### src/rtl/imem_arbiter.sv
`default_nettype none
`timescale 1ns/1ps
// ============================================================================
// Module   : imem_arbiter
// Purpose  : Shares one instruction-memory port between two requesters
//            (0 = fetch PC stage, 1 = prefetch/debug reader). Requests are
//            arbitrated round-robin and a grant stays locked until memory
//            accepts it. An in-order owner FIFO routes each response back to
//            the requester that issued it. A per-requester flush kills that
//            requester's in-flight responses; killed responses are drained
//            from memory and never forwarded.
// Ports    : clk, rst_n                  clock, async active-low reset
//            rq_valid_i/rq_ready_o       per-requester request handshake
//            rq_addr0_i/rq_addr1_i       requester addresses
//            rs_valid_o/rs_ready_i       per-requester response handshake
//            rs_inst_o                   shared response data
//            flush_i                     per-requester kill of in-flight work
//            imem_req_*                  memory request channel
//            imem_resp_*                 memory response channel
//            outstanding_o               live owner-FIFO entries
//            err_spurious_o              sticky: response with empty FIFO
// Revision : 1.0  initial release
// ============================================================================
module imem_arbiter #(
    parameter int ADDR_W          = 32,
    parameter int DATA_W          = 32,
    parameter int MAX_OUTSTANDING = 4     // power of 2, >= 2
) (
    input  logic                               clk,
    input  logic                               rst_n,
    input  logic [1:0]                         rq_valid_i,
    output logic [1:0]                         rq_ready_o,
    input  logic [ADDR_W-1:0]                  rq_addr0_i,
    input  logic [ADDR_W-1:0]                  rq_addr1_i,
    output logic [1:0]                         rs_valid_o,
    input  logic [1:0]                         rs_ready_i,
    output logic [DATA_W-1:0]                  rs_inst_o,
    input  logic [1:0]                         flush_i,
    output logic                               imem_req_valid_o,
    input  logic                               imem_req_ready_i,
    output logic [ADDR_W-1:0]                  imem_req_addr_o,
    input  logic                               imem_resp_valid_i,
    output logic                               imem_resp_ready_o,
    input  logic [DATA_W-1:0]                  imem_resp_inst_i,
    output logic [$clog2(MAX_OUTSTANDING):0]   outstanding_o,
    output logic                               err_spurious_o
);

    localparam int PTR_W = $clog2(MAX_OUTSTANDING);
    localparam int CNT_W = PTR_W + 1;

    localparam logic [0:0] S_IDLE = 1'b0;
    localparam logic [0:0] S_HOLD = 1'b1;

    // ------------------------------------------------------------------
    // State
    // ------------------------------------------------------------------
    logic [0:0]                 state_q, state_d;
    logic                       lock_q, lock_d;     // requester locked in HOLD
    logic                       rr_q, rr_d;         // favoured requester
    logic [MAX_OUTSTANDING-1:0] owner_q, owner_d;
    logic [MAX_OUTSTANDING-1:0] killed_q, killed_d;
    logic [PTR_W-1:0]           wr_ptr_q, wr_ptr_d;
    logic [PTR_W-1:0]           rd_ptr_q, rd_ptr_d;
    logic [CNT_W-1:0]           count_q, count_d;
    logic                       err_q, err_d;

    // ------------------------------------------------------------------
    // Combinational wires
    // ------------------------------------------------------------------
    logic full_w;
    logic empty_w;
    logic req_valid_w;
    logic gnt_w;
    logic push_w;
    logic pop_w;
    logic head_owner_w;
    logic head_killed_w;
    logic spurious_w;

    assign full_w       = (count_q == CNT_W'(MAX_OUTSTANDING));
    assign empty_w      = (count_q == '0);
    assign head_owner_w = owner_q[rd_ptr_q];
    // A flush in this cycle already kills the head, so a response presented
    // to a requester that is being flushed is drained instead of delivered.
    assign head_killed_w = killed_q[rd_ptr_q] | flush_i[head_owner_w];

    // Request side: grant selection. Outputs are gated by rst_n so that the
    // request channel drops immediately when reset is asserted, even if the
    // requesters keep their valids high.
    always_comb begin
        req_valid_w = 1'b0;
        gnt_w       = rr_q;
        if (rst_n) begin
            if (state_q == S_HOLD) begin
                req_valid_w = 1'b1;
                gnt_w       = lock_q;
            end else if (!full_w && (rq_valid_i != 2'b00)) begin
                req_valid_w = 1'b1;
                gnt_w       = rq_valid_i[rr_q] ? rr_q : ~rr_q;
            end
        end
    end

    assign push_w           = req_valid_w & imem_req_ready_i;
    assign imem_req_valid_o = req_valid_w;
    assign imem_req_addr_o  = !req_valid_w ? '0 :
                              (gnt_w ? rq_addr1_i : rq_addr0_i);
    assign rq_ready_o       = !push_w ? 2'b00 : (gnt_w ? 2'b10 : 2'b01);

    // Response side: route or drain based on the FIFO head.
    always_comb begin
        rs_valid_o        = 2'b00;
        rs_inst_o         = '0;
        imem_resp_ready_o = 1'b0;
        spurious_w        = 1'b0;
        if (rst_n) begin
            if (empty_w) begin
                imem_resp_ready_o = 1'b1;
                spurious_w        = imem_resp_valid_i;
            end else if (head_killed_w) begin
                imem_resp_ready_o = 1'b1;
            end else begin
                rs_valid_o[head_owner_w] = imem_resp_valid_i;
                rs_inst_o                = imem_resp_inst_i;
                imem_resp_ready_o        = rs_ready_i[head_owner_w];
            end
        end
    end

    assign pop_w = !empty_w & imem_resp_valid_i & imem_resp_ready_o;

    // ------------------------------------------------------------------
    // Next-state logic
    // ------------------------------------------------------------------
    always_comb begin
        // A request that is not accepted this cycle (IDLE or HOLD) keeps the
        // grant locked; any acceptance returns to IDLE.
        state_d = (req_valid_w && !imem_req_ready_i) ? S_HOLD : S_IDLE;
        lock_d  = req_valid_w ? gnt_w : lock_q;
        rr_d    = push_w ? ~gnt_w : rr_q;

        owner_d  = owner_q;
        killed_d = killed_q;
        // Stale (non-live) slots may also get marked; they are rewritten on
        // push so this is harmless.
        for (int i = 0; i < MAX_OUTSTANDING; i++) begin
            if (flush_i[owner_q[i]]) begin
                killed_d[i] = 1'b1;
            end
        end
        if (push_w) begin
            owner_d[wr_ptr_q]  = gnt_w;
            killed_d[wr_ptr_q] = flush_i[gnt_w];
        end

        wr_ptr_d = push_w ? wr_ptr_q + PTR_W'(1) : wr_ptr_q;
        rd_ptr_d = pop_w  ? rd_ptr_q + PTR_W'(1) : rd_ptr_q;
        count_d  = count_q + CNT_W'(push_w) - CNT_W'(pop_w);
        err_d    = err_q | spurious_w;
    end

    // ------------------------------------------------------------------
    // Registers
    // ------------------------------------------------------------------
    always_ff @(posedge clk or negedge rst_n) begin
        if (!rst_n) begin
            state_q  <= S_IDLE;
            lock_q   <= 1'b0;
            rr_q     <= 1'b0;
            owner_q  <= '0;
            killed_q <= '0;
            wr_ptr_q <= '0;
            rd_ptr_q <= '0;
            count_q  <= '0;
            err_q    <= 1'b0;
        end else begin
            state_q  <= state_d;
            lock_q   <= lock_d;
            rr_q     <= rr_d;
            owner_q  <= owner_d;
            killed_q <= killed_d;
            wr_ptr_q <= wr_ptr_d;
            rd_ptr_q <= rd_ptr_d;
            count_q  <= count_d;
            err_q    <= err_d;
        end
    end

    assign outstanding_o  = count_q;
    assign err_spurious_o = err_q;

endmodule
`default_nettype wire

### config.mk
export PLATFORM = sky130hd
export DESIGN_NAME = imem_arbiter
export DESIGN_NICKNAME = d
export VERILOG_FILES = /design/src/rtl/imem_arbiter.sv
export SDC_FILE = /design/constraint.sdc
export NUM_CORES = 1
export LEC_CHECK = 0
export ABC_AREA = 0
export ABC_CLOCK_PERIOD_IN_PS = 2490
export BUFFER_PORTS_ARGS = -buffer_cell sky130_fd_sc_hd__buf_2
export CAP_MARGIN = 20
export CORE_MARGIN = 1
export CORE_UTILIZATION = 34
export CTS_CLUSTER_DIAMETER = 40
export DETAILED_ROUTE_END_ITERATION = 12
export PLACE_DENSITY = 0.79
export SYNTH_ARGS = -nofsm -noshare
export SYNTH_HDL_FRONTEND = slang
export SYNTH_SLANG_ARGS = --single-unit
### constraint.sdc
create_clock -name clk -period 2.49 [get_ports clk]
set_input_delay 0.1245 -clock clk [delete_from_list [all_inputs] [get_ports clk]]
set_output_delay 0.1245 -clock clk [all_outputs]
set_load 0.01 [all_outputs]
==> flow_summary.ini <==
[run_status]
status = complete, but fails checks
violations = setup timing

[floorplanning]
die_width_um = 76.6
initial_utilization_pct = 36.1
die_area_sq_um = 5870
fp-row-count = 26
core_area_sq_um = 5240
ios = 180
fp.dieH_um = 76.6

[pwr]
ir_drop_mv = 0.628
p_leak_uw = 0.00162
finalPower_uw = 2130
power_density_nw_per_um2 = 701

[timing]
worst_slew_pin_slew_ns = 0.472
period_share_pct = 104
rsz0062_at_grt = true
finClkSkew_ns = 0.00201
slew_viol_final = 0
max_freq_mhz = 387
setup_ws_ns = -0.0947
tns_ns = -0.0947
period_needed_ns = 2.58
slew_headroom_pct = 68.5
whs_ns = 0.106
hold_violations = 0
finalSetupViolations = 1

[cells_and_area]
layout-drive-gt1-share_pct = 51.5
area_growth_pct = 60.7
regArea_sq_um = 475
fin_nets = 545
layout_common_cells = buf_2, nand3_1, a21oi_1
final_core_util_pct = 58.1
antenna_cells = 0
nFillCells = 502
fin_cells = 501
final_common_cell = buf_2
multiInputGateArea_sq_um = 1340

[place]
dpl.hpwl_um = 5290
io_buffers = 179
place_congestion = 0.843
dp.cells = 492

[cts]
clock-sinks = 19
clk_latency_ns = 0.26
h-tree-depth = 1
cts_buffers = 3
root_buffer = clkbuf_8
tritoncts = built
cts.path.max_buffers = 2
clk_pin_slew_ns = 0.07

[detailed_routing]
drt-initial-drc-count = 113
viasPerCell = 5.11
drc = 0
first_pass_iters = 4
wl_per_cell_um = 14.1
antenna_left = 0
drt-total-wl_um = 7060
vias = 2560

[yosys]
mappedNetlistArea_sq_um = 1890
synthDominantCellAreaShare_pct = 25.1
ys_seq_area_share_pct = 25.1
syn_inst = 248
yosysWarnings = 0
syn_area_per_cell_sq_um = 7.63
synth_edf_count = 0
synthTopCellsByArea = dfrtp_1, and2_1, nand3_1
yosysUniqueCellTypes = 34
post-synth-top-area-cell = dfrtp_1
ys_ff_latch = 19
ys.flop_type = dfrtp_1
syn_nets = 361
synth-async-reset-ratio_pct = 100

[global_route]
antenna_found_initial = 0
first_global_vias = 2308
grt_usage_pct = 22.6
grt_pass1_wl_um = 11000
grt_max_degree = 49
grt_remaining_overflow = 0

[critical_path]
crit_path_start_kind = register
endpoint_kind = register
arrival_ns = 2.73
path_max_fanout = 3
worstSetupPathType = reg -> reg
crit_required_ns = 2.64

[hold_path]
hp-class = in -> reg

[flow_run]
maxCapViolations = 0
==> cells by family (layout without fill, tap and decap cells) <==
kind of cell	Yosys count	after routing	synth area share (%)
simple gates	94	96	27.8
mux	15	15	9.65
fa+ha+maj	7	7	5.02
xor+xnor	5	5	2.31
buf+inv	30	211	7.14
flops	19	19	25.1
compound gates	78	78	22.9
==> worst max-delay path, stage by stage (launching register included) <==
cell	delay (ns)
dfrtp_1	0.40
mux4_2	0.56
mux2i_2	0.18
o21a_1	0.22
ha_1	0.28
inv_1	0.04
ha_2	0.16
fa_2	0.36
xnor2_2	0.15
xnor2_1	0.13
==> metrics by stage <==
| stage | area [sq um] | worst slack (ns) |
|---|---|---|
| finish | 3040 | -0.0947 |
| global route | 3040 | -0.180 |
| CTS | 3000 | -0.0900 |
| detailed placement | 2920 | -0.110 |
| global placement | 2920 | 0.00301 |
| floorplan | 1900 | -0.0464 |
==> where the power goes <==
group / total [uW] / internal (uW) / leakage (uW) / switching (uW)
registers: 556 / 439 / 0.000210 / 117
clock network: 221 / 113 / 0.0000217 / 108
logic: 1350 / 677 / 0.00139 / 678
total: 2130 / 1230 / 0.00162 / 903
==> final timing paths <==
| path | depth (start not counted) | slack (ns) | start | to |
|---|---|---|---|---|
| max in group asynchronous | 3 | 1.65 | rst_n | lock_q$_DFFE_PN0P_ |
| setup / recovery | 9 | -0.09 | rd_ptr_q[0]$_DFFE_PN0P_ | outstanding_o[2]$_DFF_PN0_ |
| hold reg to reg | 1 | 0.52 | err_spurious_o$_DFF_PN0_ | err_spurious_o$_DFF_PN0_ |
| hold / removal | 2 | 0.11 | imem_req_ready_i | state_q$_DFF_PN0_ |
| min in group asynchronous | 3 | 0.43 | rst_n | killed_q[3]$_DFF_PN0_ |
| setup reg to reg | 9 | -0.09 | rd_ptr_q[0]$_DFFE_PN0P_ | outstanding_o[2]$_DFF_PN0_ |
==> sequential cells by signal, summed over array words and instances (netlist names) <==
name	cells
rr_q	1
rd_ptr_q	2
outstanding_o	3
wr_ptr_q	2
lock_q	1
owner_q	4
err_spurious_o	1
killed_q	4
state_q	1
==> layout make-up <==
cell class / instances / share of cell area [%]
multi-input cells: 201 / 44.0
repair buffers: 198 / 34.6
inverters: 9 / 1.23
well taps: 70 / 2.88
clock inverters: 1 / 0.247
clock buffers: 3 / 1.36
flip-flops and latches: 19 / 15.6
==> Yosys cell counts, types with 2 or more instances <==
master     n
nand3_1   34
a21oi_1   33
and2_1    32
o21ai_0   32
dfrtp_1   19
clkbuf_1  18
inv_1      9
nor2_1     8
mux2i_1    7
ha_1       6
mux2_2     6
a211oi_1   4
nand2_1    4
nand4_1    4
nor2b_1    4
xnor2_1    4
buf_6      3
mux4_2     2
nand2b_1   2
nor3_1     2
o21a_1     2
==> repair_timing <==
action | CTS | global route
gates resized for setup | 2 | 4
hold endpoints to repair | 19 | 0
setup endpoints to repair | 1 | 56
buffers inserted | 1 | 1
cloned | 0 | 2
pin swaps | 0 | 1
hold buffers | 1 | 0
==> routing by layer <==
| metal | vias up | track usage [%] | part of all wire, % |
|---|---|---|---|
| met5 | - | 0 | 0 |
| met4 | 0 | 7.50 | 2.4 |
| met1 | 1182 | 26.6 | 41 |
| met3 | 14 | 4.07 | 6.0 |
| li1 | 1250 | - | - |
| met2 | 114 | 41.0 | 50 |
Power figures use the tool's default switching activity.
